### src/rtl/spi_speed_ramp_pkg.sv
// Shared definitions for the SPI motor-speed ramp requester and the
// downstream register map: FSM states, speed type, register address.
package spi_speed_ramp_pkg;

  typedef enum logic [1:0] {
    ST_IDLE   = 2'd0,
    ST_SETUP  = 2'd1,
    ST_ACCESS = 2'd2,
    ST_WAIT   = 2'd3
  } ramp_state_e;

  typedef logic signed [15:0] speed_t;

  // Motor-speed register address, shared with the downstream register map.
  localparam logic [15:0] DEFAULT_SPEED_ADDR = 16'h0000;

  // Sign-extend a speed to 17 bits so differences never overflow.
  function automatic logic [16:0] sext17(input speed_t v);
    return {v[15], v};
  endfunction

endpackage

### src/rtl/spi_speed_ramp_step.sv
// Combinational next-speed calculator: moves current toward target by at
// most STEP, landing exactly on target when it is within reach.
module spi_speed_ramp_step
  import spi_speed_ramp_pkg::*;
#(
  parameter logic [15:0] STEP = 16'd64
) (
  input  speed_t i_target,
  input  speed_t i_current,
  output speed_t o_next
);

  logic [16:0] diff_s;
  logic [16:0] mag_s;

  // 17-bit difference and its magnitude select between snap and step.
  always_comb begin
    diff_s = sext17(i_target) - sext17(i_current);
    if (diff_s[16]) begin
      mag_s = 17'd0 - diff_s;
    end else begin
      mag_s = diff_s;
    end
    if (mag_s <= {1'b0, STEP}) begin
      o_next = i_target;
    end else if (diff_s[16]) begin
      // |diff| > STEP, so the result lies strictly between current and target.
      o_next = i_current - STEP;
    end else begin
      o_next = i_current + STEP;
    end
  end

endmodule

### src/rtl/spi_speed_ramp.sv
// APB requester that ramps the downstream motor-speed register toward a
// target in bounded steps separated by a programmable dwell.
module spi_speed_ramp
  import spi_speed_ramp_pkg::*;
#(
  parameter logic [15:0] STEP          = 16'd64,
  parameter logic [15:0] STEP_INTERVAL = 16'd2000,
  parameter logic [15:0] SPEED_ADDR    = DEFAULT_SPEED_ADDR,
  parameter logic [7:0]  APB_TIMEOUT   = 8'd255
) (
  input  logic        clk,
  input  logic        rst,
  input  logic        i_target_valid,
  input  logic [15:0] i_target,
  output logic        o_busy,
  output logic        o_at_target,
  output logic [15:0] o_current,
  output logic        o_err,
  output logic        PSEL,
  output logic        PENABLE,
  output logic        PWRITE,
  output logic [15:0] PADDR,
  output logic [15:0] PWDATA,
  input  logic        PREADY,
  input  logic [15:0] PRDATA
);

  ramp_state_e state_q, state_d;
  speed_t      target_q, target_d;
  speed_t      current_q, current_d;
  logic        psel_q, psel_d;
  logic        penable_q, penable_d;
  logic        pwrite_q, pwrite_d;
  logic [15:0] paddr_q, paddr_d;
  logic [15:0] pwdata_q, pwdata_d;
  logic        err_q, err_d;
  logic [7:0]  to_cnt_q, to_cnt_d;
  logic [15:0] iv_cnt_q, iv_cnt_d;

  speed_t      next_s;
  logic [16:0] iv_next_s;

  // Read data is never used by a write-only requester; it is folded into
  // an otherwise unused net so it cannot reach any logic.
  logic unused_prdata_s;
  assign unused_prdata_s = ^PRDATA;

  spi_speed_ramp_step #(
    .STEP(STEP)
  ) u_step (
    .i_target (target_q),
    .i_current(current_q),
    .o_next   (next_s)
  );

  assign iv_next_s = {1'b0, iv_cnt_q} + 17'd1;

  // Next-state logic for the ramp FSM, APB signals and dwell/timeout counters.
  always_comb begin
    state_d   = state_q;
    target_d  = target_q;
    current_d = current_q;
    psel_d    = psel_q;
    penable_d = penable_q;
    pwrite_d  = pwrite_q;
    paddr_d   = paddr_q;
    pwdata_d  = pwdata_q;
    err_d     = 1'b0;
    to_cnt_d  = to_cnt_q;
    iv_cnt_d  = iv_cnt_q;

    if (i_target_valid) begin
      target_d = i_target;
    end else begin
      target_d = target_q;
    end

    case (state_q)
      ST_IDLE: begin
        if (target_q != current_q) begin
          pwdata_d = next_s;
          psel_d   = 1'b1;
          pwrite_d = 1'b1;
          paddr_d  = SPEED_ADDR;
          state_d  = ST_SETUP;
        end else begin
          state_d  = ST_IDLE;
        end
      end
      ST_SETUP: begin
        penable_d = 1'b1;
        to_cnt_d  = 8'd0;
        state_d   = ST_ACCESS;
      end
      ST_ACCESS: begin
        if (PREADY) begin
          current_d = pwdata_q;
          psel_d    = 1'b0;
          penable_d = 1'b0;
          pwrite_d  = 1'b0;
          iv_cnt_d  = 16'd0;
          if (pwdata_q != target_q) begin
            state_d = ST_WAIT;
          end else begin
            state_d = ST_IDLE;
          end
        end else if (to_cnt_q >= (APB_TIMEOUT - 8'd1)) begin
          // Abandon the stalled write; the dwell then retries the same step.
          psel_d    = 1'b0;
          penable_d = 1'b0;
          pwrite_d  = 1'b0;
          err_d     = 1'b1;
          iv_cnt_d  = 16'd0;
          state_d   = ST_WAIT;
        end else begin
          to_cnt_d  = to_cnt_q + 8'd1;
        end
      end
      ST_WAIT: begin
        // A zero interval still spends exactly one cycle here.
        if (iv_next_s >= {1'b0, STEP_INTERVAL}) begin
          if (target_q != current_q) begin
            pwdata_d = next_s;
            psel_d   = 1'b1;
            pwrite_d = 1'b1;
            paddr_d  = SPEED_ADDR;
            state_d  = ST_SETUP;
          end else begin
            state_d  = ST_IDLE;
          end
        end else begin
          iv_cnt_d = iv_next_s[15:0];
        end
      end
      default: begin
        psel_d    = 1'b0;
        penable_d = 1'b0;
        pwrite_d  = 1'b0;
        state_d   = ST_IDLE;
      end
    endcase
  end

  // State and output registers with synchronous reset.
  always_ff @(posedge clk) begin
    if (rst) begin
      state_q   <= ST_IDLE;
      target_q  <= 16'sd0;
      current_q <= 16'sd0;
      psel_q    <= 1'b0;
      penable_q <= 1'b0;
      pwrite_q  <= 1'b0;
      paddr_q   <= 16'h0000;
      pwdata_q  <= 16'h0000;
      err_q     <= 1'b0;
      to_cnt_q  <= 8'd0;
      iv_cnt_q  <= 16'd0;
    end else begin
      state_q   <= state_d;
      target_q  <= target_d;
      current_q <= current_d;
      psel_q    <= psel_d;
      penable_q <= penable_d;
      pwrite_q  <= pwrite_d;
      paddr_q   <= paddr_d;
      pwdata_q  <= pwdata_d;
      err_q     <= err_d;
      to_cnt_q  <= to_cnt_d;
      iv_cnt_q  <= iv_cnt_d;
    end
  end

  assign PSEL        = psel_q;
  assign PENABLE     = penable_q;
  assign PWRITE      = pwrite_q;
  assign PADDR       = paddr_q;
  assign PWDATA      = pwdata_q;
  assign o_err       = err_q;
  assign o_current   = current_q;
  assign o_busy      = (state_q != ST_IDLE) || (target_q != current_q);
  assign o_at_target = !o_busy;

endmodule

### config.mk
export PLATFORM = sky130hd
export DESIGN_NAME = spi_speed_ramp
export DESIGN_NICKNAME = d
export VERILOG_FILES = /design/src/rtl/spi_speed_ramp_pkg.sv /design/src/rtl/spi_speed_ramp_step.sv /design/src/rtl/spi_speed_ramp.sv
export SDC_FILE = /design/constraint.sdc
export NUM_CORES = 1
export LEC_CHECK = 0
export ABC_CLOCK_PERIOD_IN_PS = 5710
export CORE_AREA = 4 4 108 110
export DETAILED_ROUTE_END_ITERATION = 10
export DIE_AREA = 0 0 112 114
export GPL_ROUTABILITY_DRIVEN = 0
export PLACE_DENSITY = 0.83
export REMOVE_ABC_BUFFERS = 1
export SYNTH_ARGS = -nofsm -noshare
export SYNTH_HDL_FRONTEND = slang
export SYNTH_HIERARCHICAL = 1
export SYNTH_SLANG_ARGS = --single-unit
### constraint.sdc
create_clock -name clk -period 5.71 [get_ports clk]
set_input_delay 0.8565 -clock clk [delete_from_list [all_inputs] [get_ports clk]]
set_output_delay 0.8565 -clock clk [all_outputs]
set_load 0.02 [all_outputs]
==> metrics.cfg <==
[critical_path]
path_class=reg2reg
worstRegToRegCells=20
slowest_delay_ps=810
crit_chain=inv_1 -> ha_1 -> fa_1 -> nor2b_1 -> o21a_1 -> o31ai_1 -> a31oi_1 -> inv_1 -> ha_1 -> a21o_1 -> a21oi_1 -> o21ai_0 -> o21ai_0 -> nand2b_1 -> a21oi_1 -> o21ai_0 -> xnor2_1 -> mux2_2 -> mux2i_1 -> nor2_1
crit_arrival_ps=5450
cp_common_cell=o21ai_0
crit_path_top_delay_cell=a31oi_1
crit_required_ps=5930
r2r_end=PWDATA[15]$_SDFFE_PP0P_
regToRegStartpoint=target_q[0]$_SDFFE_PP0P_
end_kind=flip-flop
ff2ff_setup_slack_ps=480
critPathLaunchType=flip-flop
cp_max_fo=8

[timing]
worst_pin_slew_ps=1079
setup_viol=0
rsz0062_at_grt=no
timing.fmax_ghz=0.1913
clock_skew_ps=7.327
finalCritPeriodShare_pct=91.56
period_minus_slack_ps=5228
finalHoldWorstSlack_ps=467.6
fin_setup_tns_ps=0
drv_slew=0
final_hold_viol_count=0
max_slew_margin_pct=27.83

[layout]
antenna_cells=0
final_util_pct=61.23
areaGrowthSynthToFinish_pct=14.20
final_cell_mix=82 x nand2_1, 78 x dfxtp_1, 64 x nor2_1
drive_gt1_share_pct=7.467
fin_nets=815
final_common_cell=nand2_1

[synth]
synth_area_per_cell_um2=8.159
synth-main-ff-cell=dfxtp_1
synth_edf_count=0
syn-cell-area_um2=5736
ys_ff_latch=78
synth_cell_type_count=73
synthCells=703
ys_async_sr_fraction_pct=0
seq_area_frac_synth_pct=27.23
ys_warn_count=6

[route]
vias=5331
wirelength_um=14900
detail-route-antenna-nets=0
wl_per_cell_um=16.74
drc=0
viasPerCell=5.990
first_pass_iters=6
drt_iter0_markers=368

[min_path]
min-delay-path-class=reg2reg
whs_endpoint=iv_cnt_q[14]$_SDFFE_PP0P_
min-delay-start=iv_cnt_q[14]$_SDFFE_PP0P_
holdPathStages=1

[clock_tree]
clockBufferDepth=2
cts_root_buf=clkbuf_8
numCtsBuffers=9
path_clk_slew_ps=90
clk_latency_ps=350
post_cts_buffers=0
clkSinkCount=78
cts_tree=yes
hold_buffers=0
cts_max_level=3
cts_resized=0

[grt]
antenna_found_initial=0
grt_max_degree=65
grt_pass1_wl_um=24230
grt_usage_pct=22.82
grt_overflow=0
grt_pass1_vias=5213

[run_status]
status=finished clean

[floorplanning]
io_pins=90
start_util_pct=53.61
fp.dieH_um=114
chipWidth_um=112
fp-row-count=38
design.die.area_um2=12770
core_um2=10700

[pwr]
powerDensity_nw_per_um2=264.5
ir_drop_mv=0.2334
p_leak_nw=2.657

[placement]
dp_hpwl_um=11100
place.port_buffers=57

[flow_run]
drv_cap=0

## cells in the mapped netlist, drive strengths merged (2+ instances only)
library cell | number | area share, %
o311ai | 2 | 0.31
mux2 | 16 | 3.7
a41oi | 4 | 0.61
nand4 | 15 | 1.7
nor2b | 6 | 0.65
o31ai | 3 | 0.39
a21o | 9 | 1.2
mux2i | 37 | 6.5
o221ai | 2 | 0.41
nor3b | 3 | 0.39
buf | 28 | 3.3
nor2 | 64 | 4.2
nand2 | 82 | 5.4
o21a | 5 | 0.65
o211a | 2 | 0.35
nand2b | 4 | 0.44
nor4 | 12 | 1.6
nand3 | 18 | 1.8
o2111ai | 4 | 0.61
a21boi | 2 | 0.26
nor3 | 8 | 0.70
inv | 34 | 2.2
a2111oi | 2 | 0.41
a211oi | 4 | 0.52
nor4b | 2 | 0.31
clkbuf | 18 | 1.2
or4 | 5 | 0.79
o31a | 3 | 0.46
or3 | 7 | 0.85
o211ai | 6 | 0.79
or2 | 3 | 0.33
o22ai | 2 | 0.22
a22oi | 2 | 0.50
ha | 32 | 7.0
o21ai | 20 | 1.8
and4 | 4 | 0.61
fa | 2 | 0.70
o41ai | 3 | 0.46
a31oi | 13 | 1.4
and2 | 11 | 1.2
xnor2 | 32 | 4.9
dfxtp | 78 | 27
and3 | 6 | 0.65
xor2 | 26 | 4.1
a21oi | 50 | 4.4
## logic make-up (layout without fill, tap and decap cells)
kind of cell | after synthesis | after routing | share of synthesized area, %
other cells | 1 | 16 | 0.06538
mux | 53 | 53 | 10.19
fa+ha+maj | 34 | 34 | 7.679
xor+xnor | 58 | 58 | 8.988
buf+inv | 80 | 112 | 6.719
flops | 78 | 78 | 27.23
compound gates | 146 | 146 | 17.06
simple gates | 253 | 253 | 22.08
## through the flow
stage,total power [mW],worst slack [ps],instance area [um^2],std cells
5_1_grt,1.819,69.11,6550,890
4_1_cts,1.732,592.1,6550,890
6_report,1.733,482.2,6550,890
3_3_place_gp,1.226,803.3,6320,874
2_1_floorplan,1.061,1347,5534,672
3_5_place_dp,1.252,663.3,6320,874
## power breakdown
group / internal, mW / switching (mW)
Sequential: 0.581 / 0.0509
Combinational: 0.268 / 0.351
Clock: 0.261 / 0.220
Total: 1.11 / 0.622
## state kept, by name, indices dropped and copies added (netlist names)
register   flops
target_q      16
state_q        2
iv_cnt_q      16
PSEL           1
o_err          1
o_current     16
PENABLE        1
to_cnt_q       8
PWDATA        16
PWRITE         1
## critical path: cells and delay by family (launching register included)
kind                     cells  cell delay [ps]
buffers and inverters        2              340
XOR/XNOR                     1              150
flip-flops                   1              450
AO/OA/AOI/OAI                9             2310
AND/OR/NAND/NOR              3              440
multiplexers                 2              390
adder cells (fa/ha/maj)      3             1030
## how the worst max path moves through the flow
stage,endpoint,slack (ps),cells past startpoint,start
2_1_floorplan,PWDATA[15]$_SDFFE_PP0P_,1350,20,target_q[0]$_SDFFE_PP0P_
3_3_place_gp,PWDATA[15]$_SDFFE_PP0P_,800,20,target_q[0]$_SDFFE_PP0P_
3_5_place_dp,PWDATA[15]$_SDFFE_PP0P_,660,20,target_q[0]$_SDFFE_PP0P_
4_1_cts,PWDATA[15]$_SDFFE_PP0P_,590,20,target_q[0]$_SDFFE_PP0P_
5_1_grt,PWDATA[15]$_SDFFE_PP0P_,70,20,target_q[0]$_SDFFE_PP0P_
6_report,PWDATA[15]$_SDFFE_PP0P_,480,20,target_q[0]$_SDFFE_PP0P_
## cell type report
type                       count  area, um^2
timing repair buffer          62       603.1
clock buffer                  10       137.6
tap                          140       175.2
clock inverter                 6       92.59
fill                         941        4148
multi-input combinational    560        3852
inverter                      34       127.6
sequential                    78        1562
## routing by layer
metal  wire, um  GRT usage, %  vias to the layer above
li1           -             -                     2555
met5          0             0                        -
met1       6144         26.93                     2507
met3        853         2.228                       45
met2       7409         40.73                      224
met4        493         12.66                        0
(Power assumes the default switching activity.)
==> RTL edit: new RTL, config.mk and constraints unchanged <==
Take the reset off `pwdata_q` and load it in a clocked block of its own.
--- a/src/rtl/spi_speed_ramp.sv
+++ b/src/rtl/spi_speed_ramp.sv
@@ -151,7 +151,6 @@
       penable_q <= 1'b0;
       pwrite_q  <= 1'b0;
       paddr_q   <= 16'h0000;
-      pwdata_q  <= 16'h0000;
       err_q     <= 1'b0;
       to_cnt_q  <= 8'd0;
       iv_cnt_q  <= 16'd0;
@@ -163,11 +162,14 @@
       penable_q <= penable_d;
       pwrite_q  <= pwrite_d;
       paddr_q   <= paddr_d;
-      pwdata_q  <= pwdata_d;
       err_q     <= err_d;
       to_cnt_q  <= to_cnt_d;
       iv_cnt_q  <= iv_cnt_d;
     end
+  end
+
+  always_ff @(posedge clk) begin
+    pwdata_q <= pwdata_d;
   end
 
   assign PSEL        = psel_q;
Behaviour: differs if rst is asserted again (counterexample within 4 cycles, from zero or initial values and one cycle with rst high); with rst held inactive, the same outputs for 4 cycles.
==> RTL edit against the original RTL <==
Power up 18%; cell area down 0.73%; setup slack better by 0.18 ns; hold slack better by 0.0080 ns; wire length up 0.72%; clock skew up 0.0036 ns; sequential cell count unchanged; area after synthesis down 0.35%.
==> RTL edit: results (changes against the original RTL) <==
- Post-route core utilization: 60.8% (-0.44 points)
- Power in the clock group: 0.389 mW (-19%)
- Clock latency on the worst-skew pair: 0.37 ns (+0.02 ns)
- Global-route wire length before repair: 24,100 µm (-0.74%)
- Final-stage net count: 794 (-2.6%)
- Multi-input gates: 536 (-4.3%)
- Met1 demand-to-capacity share in global routing: 28.4% (+1.5 points)
- Number of fill cells in the layout: 877 (-6.8%)
- Stage delay of the slowest cell on the critical path: 0.62 ns (-0.19 ns)
- Clock buffer and inverter area fraction after layout: 2.69% (-0.82 points)
- DPL Wire Length: 11,000 µm (-1.3%)
- GR Util met3: 2.92% (+0.69 points)
- Crit path arrival time: 5.17 ns (-0.28 ns)
- Pre-antenna DRT Iters: 7 (+1)
- EDFF count, synth: 16 (+16)
- Post-synthesis adder-cell area fraction: 7.71% (+0.027 points)
- Power density over cell area: 313 nW/µm² (+18%)
- Cell types with the largest area share after synthesis: sky130_fd_sc_hd__dfxtp_1 22%, sky130_fd_sc_hd__edfxtp_1 8.4%, sky130_fd_sc_hd__xnor2_1 7.5%
- Ratio of final minimum period to clock period: 88.4% (-3.2 points)
- Number of global-route vias before repair: 4,946 (-5.1%)
- Register area share after synthesis: 30.1% (+2.9 points)
- Overall Global Routing Usage: 23.1% (+0.23 points)
- Complex-gate fraction of the synthesized area: 16.8% (-0.27 points)
- Final clock skew: 0.0110 ns (+0.00362 ns)
- Fraction of synthesized area in multiplexers: 7.40% (-2.8 points)
- Wire length on met2: 7340 µm (-0.90%)
- Vias per cell: 6.05 (+0.99%)
- Layout buffer count excluding clock buffers: 63 (+1.6%)
- Fraction of power spent switching nets: 39.8% (+3.9 points)
- Relative max-transition margin: 26.4% (-1.4 points)
- VDD IR-drop max: 0.182 mV (-22%)
- Post-place setup slack: 0.779 ns (+0.116 ns)
- Run status: finished, final reports clean
- Placed Instances: 853 (-2.4%)
- Commonest cells in the synthesized netlist: 70 x sky130_fd_sc_hd__nand2_1, 62 x sky130_fd_sc_hd__dfxtp_1, 51 x sky130_fd_sc_hd__nor2_1
- Metal3 WL: 992 µm (+16%)
- Pin count of the biggest net entering global routing: 60 (-7.7%)
- Leakage component of the power: 2.50 nW (-6.0%)
- First DRT Iteration DRCs: 495 (+35%)
- Routed Wire Length: 15,000 µm (+0.72%)
RTL edit: cell count changes in the layout (fill, tap and decap cells not counted), moves of 12 or more:
cell / change
sky130_fd_sc_hd__edfxtp_1: +16
sky130_fd_sc_hd__mux2i_1: -15
sky130_fd_sc_hd__nor2_1: -13
sky130_fd_sc_hd__xnor2_1: +17
sky130_fd_sc_hd__nand2_1: -12
sky130_fd_sc_hd__dfxtp_1: -16
sky130_fd_sc_hd__xor2_1: -17
RTL edit: worst paths after layout:
check,startpoint,depth (start not counted),to
worst min register to register,PENABLE,2,PENABLE
worst max register to register,target_q[0],18,PWDATA[15]
worst min-delay path,PENABLE,2,PENABLE
worst max-delay path,target_q[0],18,PWDATA[15]
RTL edit: worst min-delay path, cell delays in order, from the launching register on:
cell and delay [ns]:
sky130_fd_sc_hd__dfxtp_1 0.33, sky130_fd_sc_hd__nand2_1 0.06, sky130_fd_sc_hd__a21oi_1 0.05
